<file path="config.mk">
export PLATFORM = sky130hd
export DESIGN_NAME = demux_1x8_rr_sched
export DESIGN_NICKNAME = d
export VERILOG_FILES = /design/src/rtl/demux_sched_pkg.sv /design/src/rtl/demux_1x8_rr_sched_rr_pick8.sv /design/src/rtl/demux_1x8_rr_sched.sv
export SDC_FILE = /design/constraint.sdc
export NUM_CORES = 1
export LEC_CHECK = 0
export ABC_AREA = 0
export ABC_CLOCK_PERIOD_IN_PS = 3700
export CAP_MARGIN = 25
export CORE_UTILIZATION = 53
export DETAILED_ROUTE_END_ITERATION = 7
export PLACE_DENSITY = 0.84
export SLEW_MARGIN = 20
export SYNTH_ARGS = -nofsm -noshare
export SYNTH_HDL_FRONTEND = slang
export SYNTH_SLANG_ARGS = --single-unit
</file>
<file path="constraint.sdc">
create_clock -name clk -period 3.7 [get_ports clk]
set_input_delay 0.555 -clock clk [delete_from_list [all_inputs] [get_ports clk]]
set_output_delay 0.555 -clock clk [all_outputs]
set_load 0.005 [all_outputs]
</file>
<file path="src/rtl/demux_sched_pkg.sv">
// demux_sched_pkg
//   Shared constants, FSM state type and a small index helper for the
//   1x8 round-robin burst scheduler.
//   No ports (package).
package demux_sched_pkg;

    localparam int NUM_CH = 8;
    localparam int SEL_W  = 3;
    localparam int CNT_W  = 16;

    typedef enum logic [0:0] {
        IDLE  = 1'b0,
        GRANT = 1'b1
    } state_t;

    // Channel index arithmetic wraps naturally at eight channels.
    function automatic logic [SEL_W-1:0] ch_add(input logic [SEL_W-1:0] a,
                                                input logic [SEL_W-1:0] b);
        ch_add = a + b;
    endfunction

endpackage

</file>
<file path="src/rtl/demux_1x8_rr_sched_rr_pick8.sv">
// rr_pick8
//   Combinational round-robin pick: returns the first set bit of mask
//   searching upward from last+1, wrapping modulo 8.
//   Ports:
//     mask  in  8  candidate channels
//     last  in  3  previously granted channel (lowest priority now)
//     idx   out 3  chosen channel (0 when nothing is found)
//     found out 1  at least one mask bit was set
module rr_pick8
    import demux_sched_pkg::*;
(
    input  logic [NUM_CH-1:0] mask,
    input  logic [SEL_W-1:0]  last,
    output logic [SEL_W-1:0]  idx,
    output logic              found
);

    logic [SEL_W-1:0] idx_s;
    logic             found_s;

    // Walk the eight positions after last; the first hit wins.
    always_comb begin
        idx_s   = 3'd0;
        found_s = 1'b0;
        for (int k = 0; k < NUM_CH; k++) begin
            if (!found_s && mask[ch_add(last, ch_add(3'd1, 3'(k)))]) begin
                found_s = 1'b1;
                idx_s   = ch_add(last, ch_add(3'd1, 3'(k)));
            end else begin
                found_s = found_s;
            end
        end
    end

    assign idx   = idx_s;
    assign found = found_s;

endmodule

</file>
<file path="src/rtl/demux_1x8_rr_sched.sv">
// demux_1x8_rr_sched
//   Round-robin burst scheduler in front of a 1x8 demux. Grants one
//   enabled+ready channel for BURST_LEN beats, then rotates.
//   Optional per-channel beat statistics: define DEMUX_SCHED_STATS_EN.
//   Ports:
//     clk, rst            clock, synchronous active-high reset
//     en_mask   in  8     per-channel enable
//     in_data   in  WIDTH input beat; in_valid / in_ready handshake
//     out_ready in  8     per-channel sink ready
//     out_valid out 8     one-hot (or zero) channel valid
//     out_data  out 8*W   channel i at [i*WIDTH +: WIDTH]
//     sel       out 3     granted channel (demux select)
//     busy      out 1     high while a burst is granted
//     stats_clr in  1     (macro) clear all beat counters
//     beat_cnt  out 8*16  (macro) channel i counter at [i*16 +: 16]
module demux_1x8_rr_sched
    import demux_sched_pkg::*;
#(
    parameter int WIDTH     = 1,
    parameter int BURST_LEN = 4
) (
    input  logic                    clk,
    input  logic                    rst,
    input  logic [NUM_CH-1:0]       en_mask,
    input  logic [WIDTH-1:0]        in_data,
    input  logic                    in_valid,
    output logic                    in_ready,
    input  logic [NUM_CH-1:0]       out_ready,
    output logic [NUM_CH-1:0]       out_valid,
    output logic [NUM_CH*WIDTH-1:0] out_data,
    output logic [SEL_W-1:0]        sel,
`ifdef DEMUX_SCHED_STATS_EN
    input  logic                    stats_clr,
    output logic [NUM_CH*CNT_W-1:0] beat_cnt,
`endif
    output logic                    busy
);

    state_t                  state_r;
    logic [SEL_W-1:0]        sel_r;
    logic [SEL_W-1:0]        last_r;
    logic [7:0]              beat_r;
    logic                    busy_r;

    logic [NUM_CH-1:0]       eligible_s;
    logic [SEL_W-1:0]        pick_idx_s;
    logic                    pick_found_s;
    logic                    in_ready_s;
    logic [NUM_CH-1:0]       out_valid_s;
    logic [NUM_CH*WIDTH-1:0] out_data_s;
    logic                    hs_s;

    assign eligible_s = en_mask & out_ready;

    rr_pick8 u_pick (
        .mask  (eligible_s),
        .last  (last_r),
        .idx   (pick_idx_s),
        .found (pick_found_s)
    );

    // Datapath steering: only the granted slice carries data, no storage.
    always_comb begin
        in_ready_s  = 1'b0;
        out_valid_s = {NUM_CH{1'b0}};
        out_data_s  = {(NUM_CH*WIDTH){1'b0}};
        if (state_r == GRANT) begin
            in_ready_s                                = out_ready[sel_r] & en_mask[sel_r];
            out_valid_s[sel_r]                        = in_valid & en_mask[sel_r];
            out_data_s[int'(sel_r)*WIDTH +: WIDTH]    = in_data;
        end else begin
            in_ready_s = 1'b0;
        end
    end

    assign hs_s = in_valid & in_ready_s;

    // Grant FSM: pick in IDLE, count handshakes in GRANT, abort on disable.
    always_ff @(posedge clk) begin
        if (rst) begin
            state_r <= IDLE;
            sel_r   <= 3'd0;
            last_r  <= 3'd7;
            beat_r  <= 8'd0;
            busy_r  <= 1'b0;
        end else begin
            case (state_r)
                IDLE: begin
                    if (in_valid && pick_found_s) begin
                        sel_r   <= pick_idx_s;
                        last_r  <= pick_idx_s;
                        beat_r  <= 8'd0;
                        state_r <= GRANT;
                        busy_r  <= 1'b1;
                    end
                end
                GRANT: begin
                    if (!en_mask[sel_r]) begin
                        state_r <= IDLE;
                        busy_r  <= 1'b0;
                    end else if (hs_s) begin
                        beat_r <= beat_r + 8'd1;
                        if (beat_r == 8'(BURST_LEN - 1)) begin
                            state_r <= IDLE;
                            busy_r  <= 1'b0;
                        end
                    end
                end
                default: begin
                    state_r <= IDLE;
                    busy_r  <= 1'b0;
                end
            endcase
        end
    end

    assign in_ready  = in_ready_s;
    assign out_valid = out_valid_s;
    assign out_data  = out_data_s;
    assign sel       = sel_r;
    assign busy      = busy_r;

`ifdef DEMUX_SCHED_STATS_EN
    logic [CNT_W-1:0]        cnt_r [NUM_CH];
    logic [NUM_CH*CNT_W-1:0] beat_cnt_s;

    // Saturating per-channel handshake counters; clear beats increment.
    always_ff @(posedge clk) begin
        if (rst || stats_clr) begin
            for (int i = 0; i < NUM_CH; i++) begin
                cnt_r[i] <= 16'd0;
            end
        end else if (hs_s && (cnt_r[sel_r] != 16'hFFFF)) begin
            cnt_r[sel_r] <= cnt_r[sel_r] + 16'd1;
        end
    end

    // Flatten counters onto the output bus.
    always_comb begin
        beat_cnt_s = {(NUM_CH*CNT_W){1'b0}};
        for (int i = 0; i < NUM_CH; i++) begin
            beat_cnt_s[i*CNT_W +: CNT_W] = cnt_r[i];
        end
    end

    assign beat_cnt = beat_cnt_s;
`endif

endmodule
</file>
### After elaboration in Yosys (flattened, before gate mapping)

Index checks and enable logic that the tools add are counted.

| cells by class | value |
|---|---|
| $add $sub $neg | 9 |
| multiply operators | 0 |
| div/mod/pow operators | 0 |
| magnitude comparators | 10 |
| equality and inequality tests | 6 |
| shift operators | 2 |
| muxes and demuxes | 55 |
| bitwise logic cells | 7 |
| reduce and logical (&&, ||, !) cells | 19 |

Operators by type and width:

| kind | number |
|---|---|
| 8-bit two-way mux | 5 |
| 3-bit by 4-bit less-than comparator with 1-bit output, second input constant | 9 |
| 3-bit negation with 33-bit output | 1 |
| 1-bit by 33-bit variable shift with 8-bit output, first input constant | 1 |
| 1-bit by 33-bit indexed part select with 8-bit output | 1 |
| 1-bit binary-select mux with 3-bit select | 10 |
| 1-bit two-way mux | 28 |
| 8-bit AND | 3 |
| 3-bit two-way mux | 8 |
| 8-bit one-hot mux with 2 select lines | 1 |
| 3-bit adder, second input constant | 4 |
| 1-bit logical AND | 9 |
| 8-bit by 1-bit adder with 8-bit output, second input constant | 1 |
| 8-bit by 2-bit == test with 1-bit output, second input constant | 1 |
| 1-bit zero test | 7 |
| 3-bit by 2-bit adder with 3-bit output, second input constant | 2 |
| 3-bit AND reduction | 2 |
| 2-bit by 1-bit inequality test with 1-bit output, second input constant | 2 |
| 1-bit one-hot mux with 2 select lines | 2 |
| 3-bit by 1-bit adder with 3-bit output, second input constant | 1 |
| 1-bit AND | 3 |
| 1-bit demux with 3-bit select | 1 |
| 3-bit by 1-bit greater-or-equal comparator with 1-bit output, second input constant | 1 |
| 3-bit by 2-bit inequality test with 1-bit output, second input constant | 1 |
| 4 further kinds | 4 |

| storage, ports and cells | value |
|---|---|
| register bits after elaboration | 16 |
| latch bits | 0 |
| RAM bits | 0 |
| memory bits (read-only) | 0 |
| output and inout port bits | 21 |
| memories kept | 0 |

### Logic depth before layout (Yosys ltp)

Gate-level depths: netlist of run 1.

| depth | value |
|---|---|
| depth in word-level cells | 28 |
| mapped depth | 12 |
| gate-level depth less buffers | 10 |

### Cells and area by module

From an unflattened synthesis of run 1, not the netlist that was laid out.

| unflattened totals | value |
|---|---|
| cell total of the unflattened synthesis | 243 |
| area total of the unflattened synthesis | 2,030.7 um^2 |

By module, submodules not included:

| module | instances | cells each | area each (um^2) | sequential area each (um^2) |
|---|---|---|---|---|
| demux_1x8_rr_sched | 1 | 150 | 1,244.9 | 320.3 |
| rr_pick8 | 1 | 93 | 785.8 | 0.0 |

### Worst setup path after synthesis of run 1

OpenSTA, ideal clock, no wires.

| path | value |
|---|---|
| path kind | register -> register |
| from | register last_r[1] |
| to | register sel_r[1], in the netlist sel[1] |
| library setup time | 0.133 ns |
| arrival time | 2.649 ns |
| required time | 3.567 ns |
| slack | 0.918 ns |
| cell stages (with the launch flop) | 13 |
| buffers on the path | 2 |
| period minus slack after synthesis | 2.782 ns |
| cells stage by stage | dfxtp_1 -> buf_2 -> inv_1 -> ha_1 -> xnor2_2 -> mux4_2 -> nor4_2 -> o221ai_2 -> nand2b_4 -> buf_6 -> o31ai_4 -> a211o_1 -> a31oi_1 |

| between the ends | value |
|---|---|
| word-level cells in the longest chain between the ends | 27 |
| elaborated cells on any way between the ends | 55 |

Ends and longest elaborated chain:

| element | RTL line | source |
|---|---|---|
| from (decl) | demux_1x8_rr_sched.sv:41 | `logic [SEL_W-1:0] last_r;` |
| from (signal assigned) | demux_1x8_rr_sched.sv:91 | `last_r <= pick_idx_s;` |
| 3-bit by 1-bit adder with 3-bit output | demux_sched_pkg.sv:19 | `ch_add = a + b;` |
| 1-bit binary-select mux with 3-bit select | demux_1x8_rr_sched_rr_pick8.sv:26 | `if (!found_s && mask[ch_add(last, ch_add(3'd1, 3'(k)))]) begin` |
| 1-bit two-way mux (implied by the code) | demux_1x8_rr_sched_rr_pick8.sv:26 |  |
| 1-bit two-way mux | demux_1x8_rr_sched_rr_pick8.sv:26 |  |
| 1-bit zero test | demux_1x8_rr_sched_rr_pick8.sv:26 |  |
| 1-bit logical AND | demux_1x8_rr_sched_rr_pick8.sv:26 |  |
| 1-bit two-way mux | demux_1x8_rr_sched_rr_pick8.sv:26 |  |
| 1-bit zero test | demux_1x8_rr_sched_rr_pick8.sv:26 |  |
| [11 not listed] | -- |  |
| 1-bit zero test | demux_1x8_rr_sched_rr_pick8.sv:26 |  |
| 1-bit logical AND | demux_1x8_rr_sched_rr_pick8.sv:26 |  |
| 1-bit two-way mux | demux_1x8_rr_sched_rr_pick8.sv:26 |  |
| 1-bit zero test | demux_1x8_rr_sched_rr_pick8.sv:26 |  |
| 1-bit logical AND | demux_1x8_rr_sched_rr_pick8.sv:26 |  |
| 1-bit two-way mux | demux_1x8_rr_sched_rr_pick8.sv:26 |  |
| 1-bit logical AND | demux_1x8_rr_sched.sv:89 | `if (in_valid && pick_found_s) begin` |
| 2-bit AND reduction (no source line) | -- |  |
| to (signal assigned) | demux_1x8_rr_sched.sv:90 | `sel_r <= pick_idx_s;` |
| to (decl) | demux_1x8_rr_sched.sv:40 | `logic [SEL_W-1:0] sel_r;` |

Several ways; a longest one is shown, not always the timed one. The select of a mux whose other input is x is not followed.
A chain may end at the register's enable or synchronous reset.

### Worst setup path after layout of run 1

| path | value |
|---|---|
| from | input en_mask[3] |
| to | output out_valid[1] |

| between the ends | value |
|---|---|
| word-level cells in the longest chain between the ends | 5 |

Ends and longest elaborated chain:

| element | RTL line | source |
|---|---|---|
| from (decl) | demux_1x8_rr_sched.sv:24 | `input logic [NUM_CH-1:0] en_mask,` |
| 1-bit binary-select mux with 3-bit select | demux_1x8_rr_sched.sv:69 | `out_valid_s[sel_r] = in_valid & en_mask[sel_r];` |
| 1-bit two-way mux (implied by the code) | demux_1x8_rr_sched.sv:69 |  |
| 1-bit AND | demux_1x8_rr_sched.sv:69 |  |
| 8-bit AND (no source line) | -- |  |
| 8-bit two-way mux | demux_1x8_rr_sched.sv:67 | `if (state_r == GRANT) begin` |
| to (decl) | demux_1x8_rr_sched.sv:29 | `output logic [NUM_CH-1:0] out_valid,` |

Every way passes these cells. The select of a mux whose other input is x is not followed.

==> impl_metrics.json, run 1 <==
{
  "cts_buffers": 3,
  "post_cts_resized": 0,
  "pin_count": 41,
  "io_buffer_count": 40,
  "synthCells": 273,
  "die_w_um": 64.7,
  "cp_num_buf_inv": 2,
  "worstSetupPathType": "primary input to primary output",
  "grtUsageTotal": 0.295,
  "synth_top_family_by_area": "simple AND/OR/NAND/NOR gates",
  "critPathRequiredTime_ns": 3.14,
  "synthArstFlopShare": 0,
  "crit_top_cell": "clkdlybuf4s50_1",
  "route.detailed.drc": 0,
  "crit_fanout": 4,
  "diodes": 0,
  "post-cts-setup-buffer-count": 0,
  "syn_area_um2": 2090,
  "synth.distinct_cells": 59,
  "rrSetupSlack_ns": 0.44,
  "synth_mux_area_frac": 0.172,
  "holdBufCountCts": 0,
  "areaGrowthSynthToFinish_pct": 23.3,
  "maxSlewHeadroom": 0.581,
  "synth_compound_area_frac": 0.221,
  "start_kind": "primary input",
  "yosys.area_share.simple": 0.293,
  "via_per_inst": 6.33,
  "wl_per_cell_um": 16.2,
  "dieArea_um2": 4190,
  "p_per_area_nw_per_um2": 746,
  "clkTransAtPathRegs_ns": 0.06,
  "critical-path-top-delay-family": "buffers and inverters",
  "drt_pass1_iterations": 4,
  "core_um2": 3720,
  "ys_seq_area_frac": 0.154,
  "layout.nets": 339,
  "drive_gt1_frac": 0.123,
  "critPathCaptureType": "primary output",
  "worst_path_max_delay_cell": "clkdlybuf4s50_1",
  "r2r-end": "sel[0]$_SDFFE_PP0P_",
  "worstHoldStart": "busy$_SDFFE_PP0P_",
  "grt_pass1_wl_um": 9800,
  "worst_slew_pin_slew_ns": 0.628,
  "slowest_delay_ns": 0.53,
  "gp_congestion": 0.964,
  "fmax_mhz": 296,
  "hold_ws_ns": 0.491,
  "cp_cell_sequence": "clkdlybuf4s50_1 -> mux2_2 -> a21oi_1 -> a221oi_1 -> and2_1 -> nand3_1 -> nor3_1 -> clkdlybuf4s50_1",
  "final_max_slew_viol_count": 0,
  "clock_path_buffers": 2,
  "clock-sinks": 16,
  "htreeDepth": 1,
  "final_common_cell": "clkdlybuf4s50_1",
  "gr-total-overflow": 0,
  "die_h_um": 64.7,
  "dp_hpwl_um": 4600,
  "via_count": 2266,
  "drv_cap": 0,
  "syn_nets": 301,
  "ys_ff_latch": 16,
  "synth_edf_count": 0,
  "cts_tree": "built",
  "finClkSkew_ns": 0.00269,
  "grt_pass1_vias": 2178,
  "final-hold-violation-count": 0,
  "cp_num_cells": 8,
  "wirelength_um": 5800,
  "cts-root-buf": "clkbuf_8",
  "post-route-min-period_ns": 3.37,
  "rsz0062_at_grt": "no",
  "critPathArrivalTime_ns": 2.82,
  "clkLatencyLatePin_ns": 0.26,
  "holdPathStages": 2,
  "antenna_found_initial": 0,
  "irDropWorstVdd_mv": 0.303,
  "fin_crit_sh": 0.912,
  "syn_avg_cell_area_um2": 7.64,
  "hold_path_end": "busy$_SDFFE_PP0P_",
  "finalSetupViolCount": 0,
  "timing.rr.start": "last_r[1]$_SDFFE_PP1P_",
  "synth-adder-area-share": 0.0480,
  "synth_xor_area_frac": 0.0414,
  "worst-r2r-cell-count": 10,
  "grt_max_degree": 22,
  "cellLeakagePower_nw": 0.933,
  "drt_iter0_drc": 129,
  "yosys_warnings": 0,
  "rows": 22,
  "ys.flop_type": "dfxtp_1",
  "total_power_mw": 1.92,
  "fin_setup_tns_ns": 0,
  "worstHoldPathType": "flip-flop to flip-flop",
  "status": "completed",
  "initial_utilization": 0.561,
  "layout_common_cells": "clkdlybuf4s50_1 (40), nand2_1 (33), nor2_1 (31)",
  "ant_nets": 0
}
## logic make-up (layout without fill, tap and decap cells)
logic type      count (synthesis)  in the layout
compound gates                 65             65
xor+xnor                        9              9
fa+ha+maj                       8              8
buf+inv                        31             68
flops                          16             16
mux                            21             21
simple gates                  123            123
## routing by layer
metal / share of wire / up-vias / track usage / wire length (um)
met5: 0 / - / 0 / 0
met3: 0.071 / 14 / 0.0511 / 412
met1: 0.44 / 1076 / 0.371 / 2560
met4: 0.017 / 0 / 0.0972 / 99
li1: - / 1085 / - / -
met2: 0.47 / 91 / 0.507 / 2720
## metrics by stage
step,std cells,instance area [um^2],util,setup WS [ns]
floorplan,273,2090,-,0.918
global placement,354,2520,0.677,0.383
detailed placement,354,2520,0.677,0.366
CTS,358,2570,0.692,0.326
global route,358,2570,0.692,0.146
finish,358,2570,0.692,0.325
## registers in the layout, indices dropped and copies added, names as in the netlist
| register | cells |
|---|---|
| beat_r | 8 |
| busy | 1 |
| state_r | 1 |
| sel | 3 |
| last_r | 3 |
## worst min-delay path, stage by stage, from the launching register on
cell and delay, ns:
dfxtp_1 0.32, inv_1 0.05, a221oi_1 0.06
## Yosys cell counts, types with 4 or more instances
library cell | n | share of area
nor2_1 | 31 | 0.056
a21oi_1 | 15 | 0.036
dfxtp_1 | 16 | 0.15
inv_1 | 15 | 0.027
nor3_1 | 11 | 0.026
nand3_1 | 15 | 0.036
mux4_2 | 9 | 0.097
or2_2 | 4 | 0.012
mux2i_1 | 7 | 0.034
and2_1 | 5 | 0.015
ha_1 | 8 | 0.048
o21ai_0 | 11 | 0.026
nor4_1 | 7 | 0.021
clkbuf_1 | 8 | 0.014
nand2_1 | 33 | 0.059
xnor2_1 | 6 | 0.025
## where the power goes
part,switching [mW],internal (mW)
clock network,0.0649,0.0946
registers,0.0886,0.207
logic,0.822,0.641
## layout make-up
cell class / instances / area [um^2]
fill: 333 / 1140
timing repair buffer: 48 / 460
inverter: 16 / 60.1
sequential: 16 / 320
clock buffer: 4 / 55.1
tap: 48 / 60.1
multi-input combinational: 226 / 1620
## how the worst max path moves through the flow
stage | from | end | slack, ns
floorplan | last_r[1]$_SDFFE_PP1P_ | sel[1]$_SDFFE_PP0P_ | 0.92
global placement | en_mask[7] | out_valid[1] | 0.38
detailed placement | en_mask[2] | out_valid[1] | 0.37
CTS | sel[0]$_SDFFE_PP0P_ | out_data[4] | 0.33
global route | en_mask[7] | out_valid[0] | 0.15
finish | en_mask[3] | out_valid[1] | 0.33
Power figures use the tool's default switching activity.
==> inputs of run 2 (changes only) <==
Settings changed: ABC_AREA 0 to 1, CORE_UTILIZATION 53 to 52, CTS_BUF_LIST set to sky130_fd_sc_hd__clkbuf_16, GPL_TIMING_DRIVEN set to 0, PLACE_DENSITY 0.84 to 0.83.
==> impl_metrics.json, run 2 <==
{
  "status": "completed",
  "via_per_inst": 5.50,
  "gp_congestion": 0.915,
  "via_count": 2309,
  "fin_crit_sh": 0.860,
  "ys_seq_area_frac": 0.166,
  "critPathCaptureType": "primary output",
  "gr-total-overflow": 0,
  "yosys_warnings": 0,
  "pin_count": 41,
  "antenna_found_initial": 0,
  "rows": 21,
  "synth.distinct_cells": 32,
  "timing.rr.start": "last_r[1]$_SDFFE_PP1P_",
  "cts_tree": "built",
  "post-route-min-period_ns": 3.18,
  "synth.area.top_cells": "dfxtp_1 (17%), nand2_1 (15%), nand3_1 (13%), nor2_1 (9.8%), inv_1 (5.9%)",
  "dp_hpwl_um": 4240,
  "clock_path_buffers": 2,
  "total_power_mw": 1.75,
  "crit_start": "sel[0]$_SDFFE_PP0P_",
  "grt_pass1_wl_um": 9600,
  "finalSetupViolCount": 0,
  "finClkSkew_ns": 0.00116,
  "syn_avg_cell_area_um2": 5.81,
  "drt_pass1_iterations": 4,
  "syn_area_um2": 1920,
  "die_w_um": 62.8,
  "synth.most_common_cell": "nand2_1",
  "largest_reg_flops": 8,
  "synthCells": 331,
  "yosys.area.top_type": "dfxtp_1",
  "grt_pass1_vias": 2117,
  "irDropWorstVdd_mv": 0.633,
  "p_per_area_nw_per_um2": 712,
  "critPathArrivalTime_ns": 2.63,
  "place_area_um2": 2380,
  "final_common_cell": "nand2_1",
  "largest_register": "beat_r",
  "cellLeakagePower_nw": 1.10,
  "layout.nets": 404,
  "grt_max_degree": 12,
  "areaGrowthSynthToFinish_pct": 27.7,
  "die_h_um": 62.8,
  "worstHoldPathType": "flip-flop to flip-flop",
  "post-cts-setup-buffer-count": 0,
  "rrSetupSlack_ns": 1.00,
  "wl_per_cell_um": 13.0,
  "io_buffer_count": 40,
  "synthArstFlopShare": 0,
  "cts-root-buf": "clkbuf_16",
  "rsz0062_at_grt": "no",
  "critPathRequiredTime_ns": 3.14,
  "clkLatencyLatePin_ns": 0.25,
  "wirelength_um": 5450,
  "fin_setup_tns_ns": 0,
  "htreeDepth": 1,
  "crit_end": "out_data[7]",
  "drv_cap": 0,
  "synth_common_cells": "nand2_1 (79), nor2_1 (50), nand3_1 (49)",
  "final_max_slew_viol_count": 0,
  "core_um2": 3440,
  "ant_nets": 0,
  "drive_gt1_frac": 0.0963,
  "maxSlewHeadroom": 0.678,
  "diodes": 0,
  "worstSetupPathType": "flip-flop to primary output",
  "r2r-end": "sel[1]$_SDFFE_PP0P_",
  "route.detailed.drc": 0,
  "ys.flop_type": "dfxtp_1",
  "crit_fanout": 11,
  "clkTransAtPathRegs_ns": 0.05,
  "syn_nets": 359,
  "dieArea_um2": 3950,
  "dp_cells": 417,
  "ys_ff_latch": 16,
  "layout_common_cells": "nand2_1 (79), nor2_1 (50), nand3_1 (49)",
  "worst-r2r-cell-count": 17,
  "grtUsageTotal": 0.300,
  "drt_iter0_drc": 191,
  "hold_ws_ns": 0.506,
  "finalInstanceArea_um2": 2460,
  "synth_edf_count": 0,
  "fmax_mhz": 314,
  "final-hold-violation-count": 0,
  "instances_no_fill": 420,
  "clock-sinks": 16,
  "netlist.area_leader.share": 0.166,
  "post_cts_resized": 0,
  "initial_utilization": 0.559,
  "worst_slew_pin_slew_ns": 0.483,
  "cts_buffers": 3,
  "holdBufCountCts": 0,
  "start_kind": "flip-flop"
}
## run 2: cell count changes after synthesis, sizes merged, moves of 5 or more
cell	before	now
and2	5	0
clkbuf	8	1
inv	16	38
mux2i	7	0
mux4	11	0
nand2	33	84
nand3	15	56
nand4	2	10
nor2	31	52
nor4	8	3
## run 2: logic make-up after synthesis
family,share of synthesized area
AO/OA/AOI/OAI,0.0878
XOR/XNOR,0.0403
adder cells (fa/ha/maj),0.0520
buffers and inverters,0.111
flip-flops,0.166
AND/OR/NAND/NOR,0.542
## run 2: layer usage
| layer | wire (um) | part of all wire | up-vias | track usage |
|---|---|---|---|---|
| met3 | 375 | 0.069 | 9 | 0.0328 |
| met1 | 2520 | 0.46 | 1028 | 0.400 |
| met2 | 2460 | 0.45 | 91 | 0.497 |
| met5 | 0 | 0 | - | 0 |
| met4 | 95 | 0.017 | 0 | 0.0988 |
| li1 | - | - | 1181 | - |
## run 2: worst min path at each step
stage	startpoint	endpoint	slack (ns)	depth (start not counted)
3_5_place_dp	busy$_SDFFE_PP0P_	busy$_SDFFE_PP0P_	0.49	2
2_1_floorplan	beat_r[0]$_SDFFE_PP0P_	beat_r[0]$_SDFFE_PP0P_	0.47	1
5_1_grt	busy$_SDFFE_PP0P_	busy$_SDFFE_PP0P_	0.51	2
3_3_place_gp	busy$_SDFFE_PP0P_	busy$_SDFFE_PP0P_	0.48	2
6_report	busy$_SDFFE_PP0P_	busy$_SDFFE_PP0P_	0.51	2
4_1_cts	busy$_SDFFE_PP0P_	busy$_SDFFE_PP0P_	0.50	2
## run 2: final cells by class
type                       instances  area, um^2
sequential                        16         320
clock buffer                       3        75.1
inverter                          38         143
fill                             322         985
tap                               46        57.6
multi-input combinational        268        1390
timing repair buffer              40         400
buffer                             9        71.3
## run 2: worst max-delay path, cell delays in order (launching register included)
cell             delay [ns]
dfxtp_1                0.48
inv_1                  0.09
buf_2                  0.19
ha_1                   0.22
ha_1                   0.19
nor2_1                 0.20
inv_1                  0.06
nor2_1                 0.13
nand2_1                0.08
nor4_1                 0.18
clkdlybuf4s50_1        0.55
## run 2: where the power goes
part	total (mW)	internal (mW)	switching [mW]
combinational	1.31	0.456	0.851
sequential	0.232	0.199	0.0331
clock	0.209	0.142	0.0669
total	1.75	0.797	0.951
## run 2: through the flow
step | setup slack, ns | utilization
6_report | 0.517 | 0.714
2_1_floorplan | 1.35 | -
5_1_grt | 0.281 | 0.714
4_1_cts | 0.538 | 0.714
3_5_place_dp | 0.654 | 0.692
3_3_place_gp | 0.739 | 0.692
